File: config.mk
export PLATFORM = sky130hd
export DESIGN_NAME = dot_product_ctrl
export DESIGN_NICKNAME = d
export VERILOG_FILES = /design/src/rtl/dot_product_pkg.sv /design/src/rtl/carry_ripple_adder.sv /design/src/rtl/dot_product_ctrl.sv
export SDC_FILE = /design/constraint.sdc
export NUM_CORES = 1
export LEC_CHECK = 0
export ABC_AREA = 1
export CORE_MARGIN = 10
export CORE_UTILIZATION = 45
export CTS_CLUSTER_SIZE = 20
export DETAILED_ROUTE_END_ITERATION = 7
export GPL_TIMING_DRIVEN = 0
export HOLD_SLACK_MARGIN = 0.02
export PLACE_DENSITY = 0.72
export RECOVER_POWER = 50
export SETUP_SLACK_MARGIN = 0.5
export SYNTH_ARGS = -nofsm -noshare
export SYNTH_HDL_FRONTEND = slang
export SYNTH_HIERARCHICAL = 1
export SYNTH_SLANG_ARGS = --single-unit
File: constraint.sdc
create_clock -name clk -period 8.68 [get_ports clk]
set_input_delay 2.604 -clock clk [delete_from_list [all_inputs] [get_ports clk]]
set_output_delay 2.604 -clock clk [all_outputs]
set_load 0.1 [all_outputs]
File: src/rtl/dot_product_pkg.sv
// dot_product_pkg: shared states, default sizes and count width helper for the dot product datapath
package dot_product_pkg;

    typedef enum logic [1:0] {
        IDLE,
        ACCUM,
        DONE
    } state_t;

    localparam int DEF_BIT_WIDTH = 8;
    localparam int DEF_VEC_LEN   = 4;
    localparam int DEF_ACC_WIDTH = 16;

    // count only needs to reach VEC_LEN-1; keep at least one bit
    function automatic int cnt_width(input int n);
        return (n < 2) ? 1 : $clog2(n);
    endfunction

    localparam int DEF_CNT_WIDTH = cnt_width(DEF_VEC_LEN);

endpackage

File: src/rtl/carry_ripple_adder.sv
// carry_ripple_adder: ripple-carry two's-complement adder with signed overflow and sign flags
module carry_ripple_adder #(
    parameter int BIT_WIDTH = 8
) (
    input  logic [BIT_WIDTH-1:0] a,
    input  logic [BIT_WIDTH-1:0] b,
    output logic [BIT_WIDTH-1:0] sum,
    output logic                 overflow,
    output logic                 negative
);

    logic [BIT_WIDTH:0] c;

    assign c[0] = 1'b0;

    genvar i;
    generate
        for (i = 0; i < BIT_WIDTH; i++) begin : g_fa
            assign sum[i]   = a[i] ^ b[i] ^ c[i];
            assign c[i + 1] = (a[i] & b[i]) | (c[i] & (a[i] ^ b[i]));
        end
    endgenerate

    // signed overflow: carry into the sign bit differs from carry out of it
    assign overflow = c[BIT_WIDTH] ^ c[BIT_WIDTH-1];
    assign negative = sum[BIT_WIDTH-1];

endmodule

File: src/rtl/dot_product_ctrl.sv
// dot_product_ctrl: streams element pairs, accumulates signed products, presents result on valid/ready
module dot_product_ctrl
    import dot_product_pkg::*;
#(
    parameter int BIT_WIDTH = DEF_BIT_WIDTH,
    parameter int VEC_LEN   = DEF_VEC_LEN,
    parameter int ACC_WIDTH = DEF_ACC_WIDTH
) (
    input  logic                        clk,
    input  logic                        rst,
    input  logic                        start,
    input  logic                        in_valid,
    output logic                        in_ready,
    input  logic signed [BIT_WIDTH-1:0] a,
    input  logic signed [BIT_WIDTH-1:0] b,
    output logic                        out_valid,
    input  logic                        out_ready,
    output logic        [ACC_WIDTH-1:0] result,
    output logic                        overflow,
    output logic                        negative,
    output logic                        busy
);

    localparam int CNT_W = cnt_width(VEC_LEN);
    localparam int PROD_W = 2 * BIT_WIDTH;

    state_t                     state;
    logic        [ACC_WIDTH-1:0] acc;
    logic        [CNT_W-1:0]     count;
    logic signed [PROD_W-1:0]    prod_full;
    logic signed [ACC_WIDTH-1:0] product;
    logic        [ACC_WIDTH-1:0] sum;
    logic                        add_ovf;
    logic                        add_neg;
    logic                        beat;
    logic                        last;

    assign prod_full = PROD_W'(a) * PROD_W'(b);
    assign product   = ACC_WIDTH'(prod_full);
    assign beat      = in_valid && in_ready;
    assign last      = count == CNT_W'(VEC_LEN - 1);

    carry_ripple_adder #(
        .BIT_WIDTH(ACC_WIDTH)
    ) u_adder (
        .a       (acc),
        .b       (product),
        .sum     (sum),
        .overflow(add_ovf),
        .negative(add_neg)
    );

    // sequencer: all outputs are registered and decoded from the next state
    always_ff @(posedge clk or posedge rst) begin
        if (rst) begin
            state     <= IDLE;
            acc       <= '0;
            count     <= '0;
            result    <= '0;
            overflow  <= 1'b0;
            negative  <= 1'b0;
            in_ready  <= 1'b0;
            out_valid <= 1'b0;
            busy      <= 1'b0;
        end else begin
            case (state)
                IDLE: begin
                    if (start) begin
                        acc      <= '0;
                        count    <= '0;
                        overflow <= 1'b0;
                        in_ready <= 1'b1;
                        busy     <= 1'b1;
                        state    <= ACCUM;
                    end
                end
                ACCUM: begin
                    if (beat) begin
                        acc      <= sum;
                        overflow <= overflow | add_ovf;
                        count    <= count + CNT_W'(1);
                        if (last) begin
                            result    <= sum;
                            negative  <= add_neg;
                            in_ready  <= 1'b0;
                            out_valid <= 1'b1;
                            state     <= DONE;
                        end
                    end
                end
                DONE: begin
                    if (out_ready) begin
                        out_valid <= 1'b0;
                        busy      <= 1'b0;
                        state     <= IDLE;
                    end
                end
                default: state <= IDLE;
            endcase
        end
    end

endmodule

==> reports/metrics.csv <==
metric,value,unit
synth cell count leaders,"nand2_1 (179), inv_1 (166), fa_1 (70)",
HP Start,result[7],
GRT Util Overall,14.1,%
CTS tree,built,
WHS Path Cells,2,
syn_nets,743,
post-synthesis sequential area ratio,21.3,%
Worst-Margin Slew,1.55,ns
Critical Path Most Common Cell,fa_2,
Worst Setup Start Kind,input port,
Post-synth ARST share,100,%
Crit Path Class,input port to flop,
cell count after synthesis,621,
Netlist cell types,25,
share of layout cells above drive strength 1,12.2,%
worst reg2reg path depth,21,
Max stage delay on crit path,0.55,ns
Yosys top cell area share,29.1,%
clk root buf,clkbuf_8,
# diodes,0,
vias post-DR,3803,
worst rel slew slack,-3.74,%
Fin Hold WS,0.483,ns
#FFs+latches synth,41,
setup violators final,6,
Post-DP Area,0.00531,mm2
Final Hold Viols,0,
DP Cell Count,783,
area occupied by multi-input gates,0.00319,mm2
CP arrival,9.63,ns
final worst-path cycle share,108,%
first-pass iteration count of the detailed router,5,
RSZ-0062 raised after global routing,yes,
failing checks,"max-capacitance violations, max-slew violations, negative setup slack",
DRC,0,
top-count cell post-synth,nand2_1,
final WL,9.79,mm
FF-to-FF setup slack,2.16,ns
Iter 0 DRT Violations,161,
CTS hold repair buffers,0,
Max Cap Violations,1,
clk_lat worst skew,0.29,ns
Mapped Avg Cell Area,7.75,um2
WHS Endpoint,result[7],
Max Buffers Root-to-Sink,2,
Final min period,9.39,ns
status,"finished, violations left",
Max Clk Rate,0.107,GHz
Wirelength per Cell,12.2,um
FF-to-FF End,acc[15],
initial core utilization,46.4,%
clock sinks,41,
skew final,0.00801,ns
design area,0.00564,mm2
Post-Syn Area,0.00481,mm2
critical path's top delay family,adder cells,
fin worst setup slack,-0.709,ns
Yosys top cell by area,fa_1,
# rows,37,
number of global-route vias before repair,4049,
most used flip-flop cell after synthesis,dfrtp_1,
synth warn,6,
Finished Layout Cells,800,
wire length of the first global-routing pass,17.8,mm
Die Ht,123,um
"EDFF count, synth",0,
Final nets,785,
FF-to-FF Start,acc[0],
top post-synthesis cells by area,"fa_1 (29%), dfrtp_1 (21%), nand2_1 (14%)",
Worst Path Buf+Inv,9,
H-tree levels,2,
fill count,969,
Die ar.,0.0152,mm2
register area,0.00103,mm2
routability-driven placement congestion ratio,0.861,
Chip Width,123,um
post-DR vias/cell,4.75,
CTS buffer count,5,
pin count of the biggest net entering global routing,42,
post-layout util,54.4,%
total grt overflow,0,
"Max FO, Critical Path",5,
I/O pin total,42,
DPL Wire Length,8.03,mm
Crit. End Element,flop,
slowest CP cell,fa_2,
worst min path class,flop to flop,
remaining antenna violation count,0,
Area Overhead vs Synth,17.2,%
Required @ worst endpoint,8.92,ns
PortBufs,26,
final count of pins violating max slew,42,
core area,0.0104,mm2
antenna violations before repair,0,
clock-pin slew on the worst setup and hold paths,0.09,ns
-- cells by family (layout without fill, tap and decap cells) --
logic type	count (synthesis)	after routing	synth area share, %
buf+inv	192	235	15.4
flops	41	41	21.3
compound gates	38	38	4.11
xor+xnor	7	7	1.27
fa+ha+maj	101	101	37.2
simple gates	242	242	20.7
-- metal layers --
layer / wire length [um] / up-vias / GRT usage, %
li1: - / 1889 / -
met1: 4110 / 1836 / 17.3
met2: 5130 / 71 / 26.1
met3: 463 / 7 / 1.50
met4: 85 / 0 / 2.77
met5: 0 / - / 0
-- cell type report --
type                            count  area share (%)
Buffer                             23            3.73
Inverter                          169            11.3
Multi-Input combinational cell    388            56.5
Clock inverter                      3           0.311
Sequential cell                    41            18.2
Clock buffer                        5            1.22
Timing Repair Buffer               35            5.73
Tap cell                          136            3.02
-- cell usage in the layout (no fill, tap or decap), types with 6 or more instances in the layout --
| master | count |
|---|---|
| nor2_1 | 20 |
| nand3_1 | 36 |
| a21oi_1 | 8 |
| fa_1 | 59 |
| clkdlybuf4s50_1 | 22 |
| buf_4 | 9 |
| o21ai_0 | 17 |
| dfrtp_1 | 41 |
| o21ai_2 | 6 |
| inv_2 | 14 |
| clkbuf_1 | 8 |
| inv_1 | 154 |
| ha_1 | 26 |
| fa_2 | 11 |
| nand2_1 | 174 |
-- state kept, by name, summed over array words and instances (netlist names) --
register / flops
acc: 16
busy: 1
count: 2
in_ready: 1
negative: 1
out_valid: 1
overflow: 1
result: 16
state: 2
-- worst max path at each step --
stage | slack, ns | start | end | cells after the start
final | -0.71 | b[0] | acc[15] | 29
after global placement | -1.35 | b[7] | acc[15] | 24
after global routing | -0.87 | a[4] | overflow | 31
after detailed placement | -1.45 | b[7] | result[15] | 24
after CTS | -0.68 | b[0] | overflow | 30
after floorplan | -0.79 | b[0] | result[15] | 29
-- worst register-to-register path, delay by kind of cell, from the launching register on --
family | cells | cell delay [ns]
buf+inv | 3 | 0.23
simple gates | 2 | 0.13
fa+ha+maj | 16 | 5.71
flops | 1 | 0.40
-- repair_timing --
action	in CTS	in global routing
buffers inserted	7	2
gates resized for setup	29	24
endpoints found under the setup margin	12	10
pin swaps	3	2
-- through the flow --
| stage | TNS [ns] | setup slack [ns] |
|---|---|---|
| after floorplan | -3.68 | -0.786 |
| after global placement | -8.43 | -1.35 |
| after detailed placement | -9.55 | -1.45 |
| after CTS | -3.06 | -0.677 |
| after global routing | -4.27 | -0.866 |
| final | -3.17 | -0.709 |
Power is left out: the tool's default activity adds up to more than one toggle a clock period on the data nets, which glitch-free logic cannot reach.
